==> config.mk <==
export PLATFORM = sky130hd
export DESIGN_NAME = fpu_dot_seq
export DESIGN_NICKNAME = d
export VERILOG_FILES = /design/src/rtl/fpu_dot_pkg.sv /design/src/rtl/fpu_dot_seq.sv
export SDC_FILE = /design/constraint.sdc
export NUM_CORES = 1
export LEC_CHECK = 0
export BUFFER_PORTS_ARGS = -buffer_cell sky130_fd_sc_hd__buf_2
export CORE_MARGIN = 2
export CORE_UTILIZATION = 45
export DETAILED_ROUTE_END_ITERATION = 8
export GPL_TIMING_DRIVEN = 0
export PLACE_DENSITY_LB_ADDON = 0.12
export SLEW_MARGIN = 10
export SYNTH_ARGS = -nofsm -noshare
export SYNTH_HDL_FRONTEND = slang
export SYNTH_SLANG_ARGS = --single-unit
==> constraint.sdc <==
create_clock -name clk_i -period 4.4 [get_ports clk_i]
set_clock_uncertainty 0.05 [all_clocks]
set_input_delay 0.22 -clock clk_i [delete_from_list [all_inputs] [get_ports clk_i]]
set_output_delay 0.22 -clock clk_i [all_outputs]
set_load 0.005 [all_outputs]
==> src/rtl/fpu_dot_pkg.sv <==
// fpu_dot_pkg: shared state encoding, FPU opcodes and constants for fpu_dot_seq
package fpu_dot_pkg;
  typedef enum logic [2:0] {
    S_IDLE,
    S_FETCH,
    S_MUL_ISSUE,
    S_MUL_WAIT,
    S_ADD_ISSUE,
    S_ADD_WAIT,
    S_DONE
  } state_e;
  localparam logic [2:0]  OP_ADD  = 3'b000;
  localparam logic [2:0]  OP_SUB  = 3'b001;
  localparam logic [2:0]  OP_MUL  = 3'b010;
  localparam logic [31:0] FP_ZERO = 32'h0;
endpackage

==> src/rtl/fpu_dot_seq.sv <==
// fpu_dot_seq: sequential dot product on an external FPU (mul then add per pair)
// Optional FPU_DOT_SEQ_BIAS_EN: accumulator starts from bias_i instead of +0.0
module fpu_dot_seq
  import fpu_dot_pkg::*;
#(
  parameter int LEN_W = 8
) (
  input  logic             clk_i,
  input  logic             rstn_i,
  input  logic             start_i,
  input  logic [LEN_W-1:0] len_i,
  input  logic [31:0]      bias_i,
  input  logic [31:0]      a_i,
  input  logic [31:0]      b_i,
  input  logic             ab_valid_i,
  output logic             ab_ready_o,
  output logic [31:0]      fpu_opa_o,
  output logic [31:0]      fpu_opb_o,
  output logic [2:0]       fpu_op_o,
  output logic [1:0]       fpu_rmode_o,
  output logic             fpu_start_o,
  input  logic [31:0]      fpu_result_i,
  input  logic             fpu_ready_i,
  input  logic             fpu_ovf_i,
  input  logic             fpu_nan_i,
  output logic [31:0]      res_o,
  output logic             res_valid_o,
  input  logic             res_ready_i,
  output logic             busy_o,
  output logic             err_o
);
  state_e           state_q, state_d;
  logic [LEN_W-1:0] len_q, len_d, count_q, count_d, count_inc;
  logic [31:0]      a_q, a_d, b_q, b_d, prod_q, prod_d, acc_q, acc_d, init;
  logic             err_q, err_d, mul_ph, add_ph;
`ifdef FPU_DOT_SEQ_BIAS_EN
  assign init = bias_i;
`else
  logic unused_bias;
  assign unused_bias = ^bias_i;
  assign init = FP_ZERO;
`endif
  assign mul_ph      = state_q inside {S_MUL_ISSUE, S_MUL_WAIT};
  assign add_ph      = state_q inside {S_ADD_ISSUE, S_ADD_WAIT};
  // operands come straight from registers, so they stay stable across the whole wait
  assign fpu_opa_o   = mul_ph ? a_q : add_ph ? acc_q : FP_ZERO;
  assign fpu_opb_o   = mul_ph ? b_q : add_ph ? prod_q : FP_ZERO;
  assign fpu_op_o    = mul_ph ? OP_MUL : OP_ADD;
  assign fpu_rmode_o = 2'b00;
  assign fpu_start_o = state_q inside {S_MUL_ISSUE, S_ADD_ISSUE};
  assign ab_ready_o  = state_q == S_FETCH;
  assign busy_o      = state_q != S_IDLE;
  assign res_valid_o = state_q == S_DONE;
  assign res_o       = res_valid_o ? acc_q : FP_ZERO;
  assign err_o       = err_q;
  assign count_inc   = count_q + 1'b1;
  always_comb begin
    state_d = state_q;
    len_d   = len_q;
    count_d = count_q;
    a_d     = a_q;
    b_d     = b_q;
    prod_d  = prod_q;
    acc_d   = acc_q;
    err_d   = err_q;
    case (state_q)
      S_IDLE: if (start_i) begin
        len_d   = len_i;
        acc_d   = init;
        count_d = '0;
        err_d   = 1'b0;
        state_d = len_i == '0 ? S_DONE : S_FETCH;
      end
      S_FETCH: if (ab_valid_i) begin
        a_d     = a_i;
        b_d     = b_i;
        state_d = S_MUL_ISSUE;
      end
      S_MUL_ISSUE: state_d = S_MUL_WAIT;
      S_MUL_WAIT: if (fpu_ready_i) begin
        prod_d  = fpu_result_i;
        err_d   = err_q | fpu_ovf_i | fpu_nan_i;
        state_d = S_ADD_ISSUE;
      end
      S_ADD_ISSUE: state_d = S_ADD_WAIT;
      S_ADD_WAIT: if (fpu_ready_i) begin
        acc_d   = fpu_result_i;
        count_d = count_inc;
        err_d   = err_q | fpu_ovf_i | fpu_nan_i;
        state_d = count_inc == len_q ? S_DONE : S_FETCH;
      end
      S_DONE: if (res_ready_i) state_d = S_IDLE;
      default: state_d = S_IDLE;
    endcase
  end
  always_ff @(posedge clk_i or negedge rstn_i) begin
    if (!rstn_i) begin
      state_q <= S_IDLE;
      len_q   <= '0;
      count_q <= '0;
      a_q     <= FP_ZERO;
      b_q     <= FP_ZERO;
      prod_q  <= FP_ZERO;
      acc_q   <= FP_ZERO;
      err_q   <= 1'b0;
    end else begin
      state_q <= state_d;
      len_q   <= len_d;
      count_q <= count_d;
      a_q     <= a_d;
      b_q     <= b_d;
      prod_q  <= prod_d;
      acc_q   <= acc_d;
      err_q   <= err_d;
    end
  end
endmodule

Word level (Yosys, flattened, before mapping)
Cells that the tools add are included.
{"block": "word_totals", "input_bits": 144, "word_cells": 62, "reg_bits": 148, "out_inout_bits": 106}
{"block": "classes", "muxes": 23, "n_eq_ne": 13, "n_addsub": 1, "bitwise_logic": 2, "reduce_logical": 15}
{"op": "$mux W32", "n": 7}
{"op": "$pmux W32 S2", "n": 1}
{"op": "$mux W3", "n": 7}
{"op": "$pmux W3 S7", "n": 1}
{"op": "$mux W8", "n": 2}
{"op": "$pmux W8 S2", "n": 1}
{"op": "$reduce_bool A2 Y1", "n": 5}
{"op": "$eq A3 B3 Y1 const B", "n": 3}
{"op": "$add A8 B1 Y8 const B", "n": 1}
{"op": "$eq A8 B8 Y1", "n": 1}
{"op": "$logic_not A8 Y1", "n": 1}
{"op": "$ne A2 B2 Y1 const B", "n": 4}
{"op": "$eq A3 B2 Y1 const B", "n": 2}
{"op": "$reduce_and A2 Y1", "n": 3}
{"op": "$reduce_and A3 Y1", "n": 2}
{"op": "$reduce_and A5 Y1", "n": 1}
{"op": "$ne A2 B1 Y1 const B", "n": 2}
{"op": "$eq A3 B1 Y1 const B", "n": 1}
{"op": "$logic_not A3 Y1", "n": 1}
{"op": "$reduce_bool A3 Y1", "n": 1}
{"op": "$mux W1", "n": 2}
{"op": "$mux W2", "n": 1}
{"op": "$or A1 B1 Y1", "n": 2}
{"op": "$pmux W1 S2", "n": 1}
{"op": "$reduce_or A2 Y1", "n": 1}

Longest topological paths before layout
{"block": "logic_depth", "ltp_word": 5, "ltp_mapped": 8, "depth_no_buf": 6}

Worst setup path after synthesis
Ideal clock, no wire load.
{"block": "synth_path", "kind": "register to register", "startpoint": "register count_q[1]", "endpoint": "register state_q[1]", "setup_ns": 0.077, "required_time_ns": 4.273, "setup_slack_ns": 2.666, "path_buffers": 0, "synth_period_minus_slack_ns": 1.734, "t_arrival_ns": 1.607, "stages_incl_launch_ff": 7, "path_cell_list": "dfrtp_1 > ha_1 > xnor3_1 > nand3_1 > nor4b_2 > o311ai_1 > a21oi_1"}
{"block": "synth_via", "elab_chain_len": 5}
{"item": "from (decl)", "line_no": "fpu_dot_seq.sv:33", "rtl": "logic [LEN_W-1:0] len_q, len_d, count_q, count_d, count_inc;"}
{"item": "from (signal assigned)", "line_no": "fpu_dot_seq.sv:109", "rtl": "count_q <= count_d;"}
{"item": "$add A8 B1 Y8", "line_no": "fpu_dot_seq.sv:56", "rtl": "assign count_inc = count_q + 1'b1;"}
{"item": "$eq A8 B8 Y1", "line_no": "fpu_dot_seq.sv:90", "rtl": "state_d = count_inc == len_q ? S_DONE : S_FETCH;"}
{"item": "$mux W3", "line_no": "fpu_dot_seq.sv:90"}
{"item": "$mux W3", "line_no": "fpu_dot_seq.sv:86", "rtl": "S_ADD_WAIT: if (fpu_ready_i) begin"}
{"item": "$pmux W3 S7", "line_no": "fpu_dot_seq.sv:66", "rtl": "case (state_q)"}
{"item": "to (signal assigned)", "line_no": "fpu_dot_seq.sv:107", "rtl": "state_q <= state_d;"}
{"item": "to (decl)", "line_no": "fpu_dot_seq.sv:32", "rtl": "state_e state_q, state_d;"}
No other way between the ends. The select of a mux whose other input is x is not followed.
A chain may end at the register's enable or synchronous reset.

Final worst setup path
{"block": "layout_path", "startpoint": "register state_q[2]", "endpoint": "output fpu_opb_o[1]"}
{"block": "layout_via", "elab_chain_len": 4, "elab_cells_between_ends": 8, "classes_between": "eq/ne: 4; mux: 2; reduce/logical: 2"}
{"item": "$eq A3 B3 Y1", "line_no": "fpu_dot_seq.sv:44", "rtl": "assign add_ph = state_q inside {S_ADD_ISSUE, S_ADD_WAIT};"}
{"item": "$reduce_bool A2 Y1", "line_no": "fpu_dot_seq.sv:44"}
{"item": "$mux W32", "line_no": "fpu_dot_seq.sv:47", "rtl": "assign fpu_opb_o = mul_ph ? b_q : add_ph ? prod_q : FP_ZERO;"}
{"item": "$mux W32 (*)", "line_no": "fpu_dot_seq.sv:47"}
{"item": "to (decl)", "line_no": "fpu_dot_seq.sv:18", "rtl": "output logic [31:0] fpu_opb_o,"}
Mark *: on every way between the ends. The rest lies on a longest branch, timed or not.

==> flow_summary.ini <==
[die]
ios = 250
initial_core_util = 0.460
core_area_mm2 = 0.0152
die_h_um = 129
dieWidth_um = 129
std_cell_rows = 45
dieArea_mm2 = 0.0166

[yosys]
ys_warn_count = 0
yosysTopAreaCellShare = 0.530
synthDistinctLibCells = 50
synth_edf_count = 0
ys_ff_latch = 148
ys.flop_type = dfrtp_1
syn_inst = 601
seq_area_frac_synth = 0.530
yosys-top-cells-area = dfrtp_1 (53%), mux2_2 (14%), a22o_1 (8.0%)
syn_area_per_cell_um2 = 11.6
synth_top_cell_by_area = dfrtp_1
syn_area_mm2 = 0.00699
ys_async_sr_fraction = 1.00

[power_and_ir_drop]
power_uw = 6670
p_per_area_mw_per_mm2 = 667
switching_share = 0.336
p_int_uw = 4430
power_switching_uw = 2240
clkPwrFrac = 0.241
p_seq_frac = 0.356
power_leakage_uw = 0.00494
ir_drop_v = 0.000386
combPwrFrac = 0.403

[worst_setup_path]
cpMostUsedCell = buf_2
r2r_start = state_q[1]
crit_family = buffers and inverters
cp.arrival_ns = 2.49
worstSetupStartpointType = register
path_max_fanout = 10
cp.required_ns = 4.13
crit_type = reg -> out
worst-path-buf-inv = 4
r2r_cells = 5
max_stage_delay_ns = 0.42
crit_path_end_kind = output port
crit_chain = buf_2, nor2b_1, buf_2, buf_2, a22o_1, buf_2
reg2reg_to = a_q[5]
crit_slowest_cell = nor2b_1
r2r_slack_ns = 2.25

[drt]
drt_wl_total_um = 21200
drc = 0
drtIter0Drc = 391
num_vias = 6122
first_pass_iters = 5
vias_per_cell = 5.39
ant_nets = 0
wl_per_cell_um = 18.7

[final_layout]
fin_cells = 1136
layout_commonest_cell = buf_2
final_cell_mix = buf_2 (233), dfrtp_1 (148), dlygate4sd3_1 (100), mux2_2 (85), nand2_1 (73)
layout.nets = 1081
regArea_mm2 = 0.00370
final_cell_area_mm2 = 0.0100
multiInputGateArea_mm2 = 0.00303
synthToLayoutAreaGrowth_pct = 42.9
n_fill_cell = 1207
antennaDiodeCount = 0
drive_gt1_frac = 0.388

[global_route]
overflow = 0
track_usage = 0.264
grt_max_degree = 80
grt_first_pass_wirelength_um = 33400
grt_pass1_vias = 6488
antenna_found_initial = 0

[place]
finalWeightedCongestion = 0.880
io_buffers = 212
placed_area_mm2 = 0.00834
dp_hpwl_um = 14500
post-place-ws_ns = 2.11
dp_cells = 1005

[clock_network]
htreeDepth = 4
cts.reportedPaths.clkPinSlew_ns = 0.06
cts_tree = built
clock_latency_ns = 0.42
clkSinkCount = 148
cts_max_path_buffers = 2
clockRootBuffer = clkbuf_16
cts_made_buffers = 17

[timing]
tns_ns = 0
fmax_ghz = 0.362
slew_violations = 0
min_period_over_period = 0.628
fin_ws_ns = 1.64
tightestPinTransition_ns = 0.691
hold_viol_final = 0
slew_headroom = 0.539
finalCriticalPeriod_ns = 2.76
rsz0062_at_grt = false
finalSetupViolCount = 0

[run_status]
status = finished clean

[min_path]
min_to = len_q[4]
hp-start = len_i[4]
min_path_cells = 2
min_path_type = in -> reg

[flow_run]
cap_violations = 0
[per-layer routing]
layer / part of all wire / track usage / up-vias
met2: 0.49 / 0.438 / 231
met4: 0.027 / 0.113 / 0
met1: 0.42 / 0.328 / 3034
met5: 0 / 0 / -
met3: 0.063 / 0.0690 / 47
li1: - / - / 2810
[worst reg2reg max path: stages (launching register included)]
cell and delay [ns]:
dfrtp_1 0.35, buf_2 0.17, nand2b_1 0.20, nor2_2 0.55, buf_4 0.35, mux2_1 0.37
[through the flow]
stage	utilization	hold slack, ns
finish	0.658	0.0147
CTS	0.658	0.000347
detailed placement	0.549	0.170
global route	0.658	0.0111
global placement	0.546	0.375
floorplan	-	-0.126
[state kept, by name, indices dropped and copies added (netlist names)]
signal,cells
err_o,1
len_q,8
count_q,8
state_q,3
b_q,32
a_q,32
prod_q,32
acc_q,32
[what timing repair did]
action,4_1_cts,5_1_grt
gates resized for setup,0,0
endpoints found under the hold margin,194,0
endpoints found under the setup margin,0,0
buffers inserted,0,0
hold buffers,100,0
[cell type report]
type                    count  share of cell area
plain buffers              52              0.0264
well taps                 188              0.0235
flip-flops and latches    148               0.371
multi-input cells         401               0.303
clock buffers              19              0.0453
inverters                   3             0.00113
clock inverters            12              0.0203
repair buffers            313               0.210
[power groups by stage]
stage	Clock, µW	Combinational [µW]	Sequential [µW]
floorplan	0	1720	2260
global placement	0	2540	2360
detailed placement	0	2610	2390
CTS	1630	2690	2370
global route	1690	2950	2460
finish	1610	2690	2380
[worst max path at each step]
stage | from | endpoint | depth (start not counted)
finish | state_q[2] | fpu_opb_o[1] | 6
global route | state_q[2] | res_o[14] | 6
CTS | state_q[2] | fpu_opb_o[1] | 6
detailed placement | state_q[2] | fpu_opb_o[1] | 6
global placement | rstn_i | prod_q[17] | 1
floorplan | count_q[1] | state_q[1] | 6
[kinds of logic after synthesis]
kind of cell | after synthesis | synth area share
muxes | 104 | 0.167
buffers and inverters | 55 | 0.0394
AOI/OAI and AO/OA | 102 | 0.116
other | 1 | 0.000536
DFF | 148 | 0.530
xor gates and xnor gates | 10 | 0.0165
and+or+nand+nor | 180 | 0.129
adders and majority gates | 1 | 0.00179
[Yosys cell counts (all sizes together) (2+ instances only)]
library cell and n:
nand2b 4, o221ai 2, nand2 73, mux2 104, or4 2, nor3b 2, inv 3, o21a 2
a31oi 2, xnor3 2, a21oi 8, xor2 5, dfrtp 148, nor4 2, nor2 10, o211ai 2
nor2b 3, nand3 39, o21ai 13, o41ai 2, nand4 2, nor3 3, and3 2, xnor2 3
buf 35, clkbuf 17, and2 34, a22o 64
Note: power is estimated with default switching activity, not from simulation.
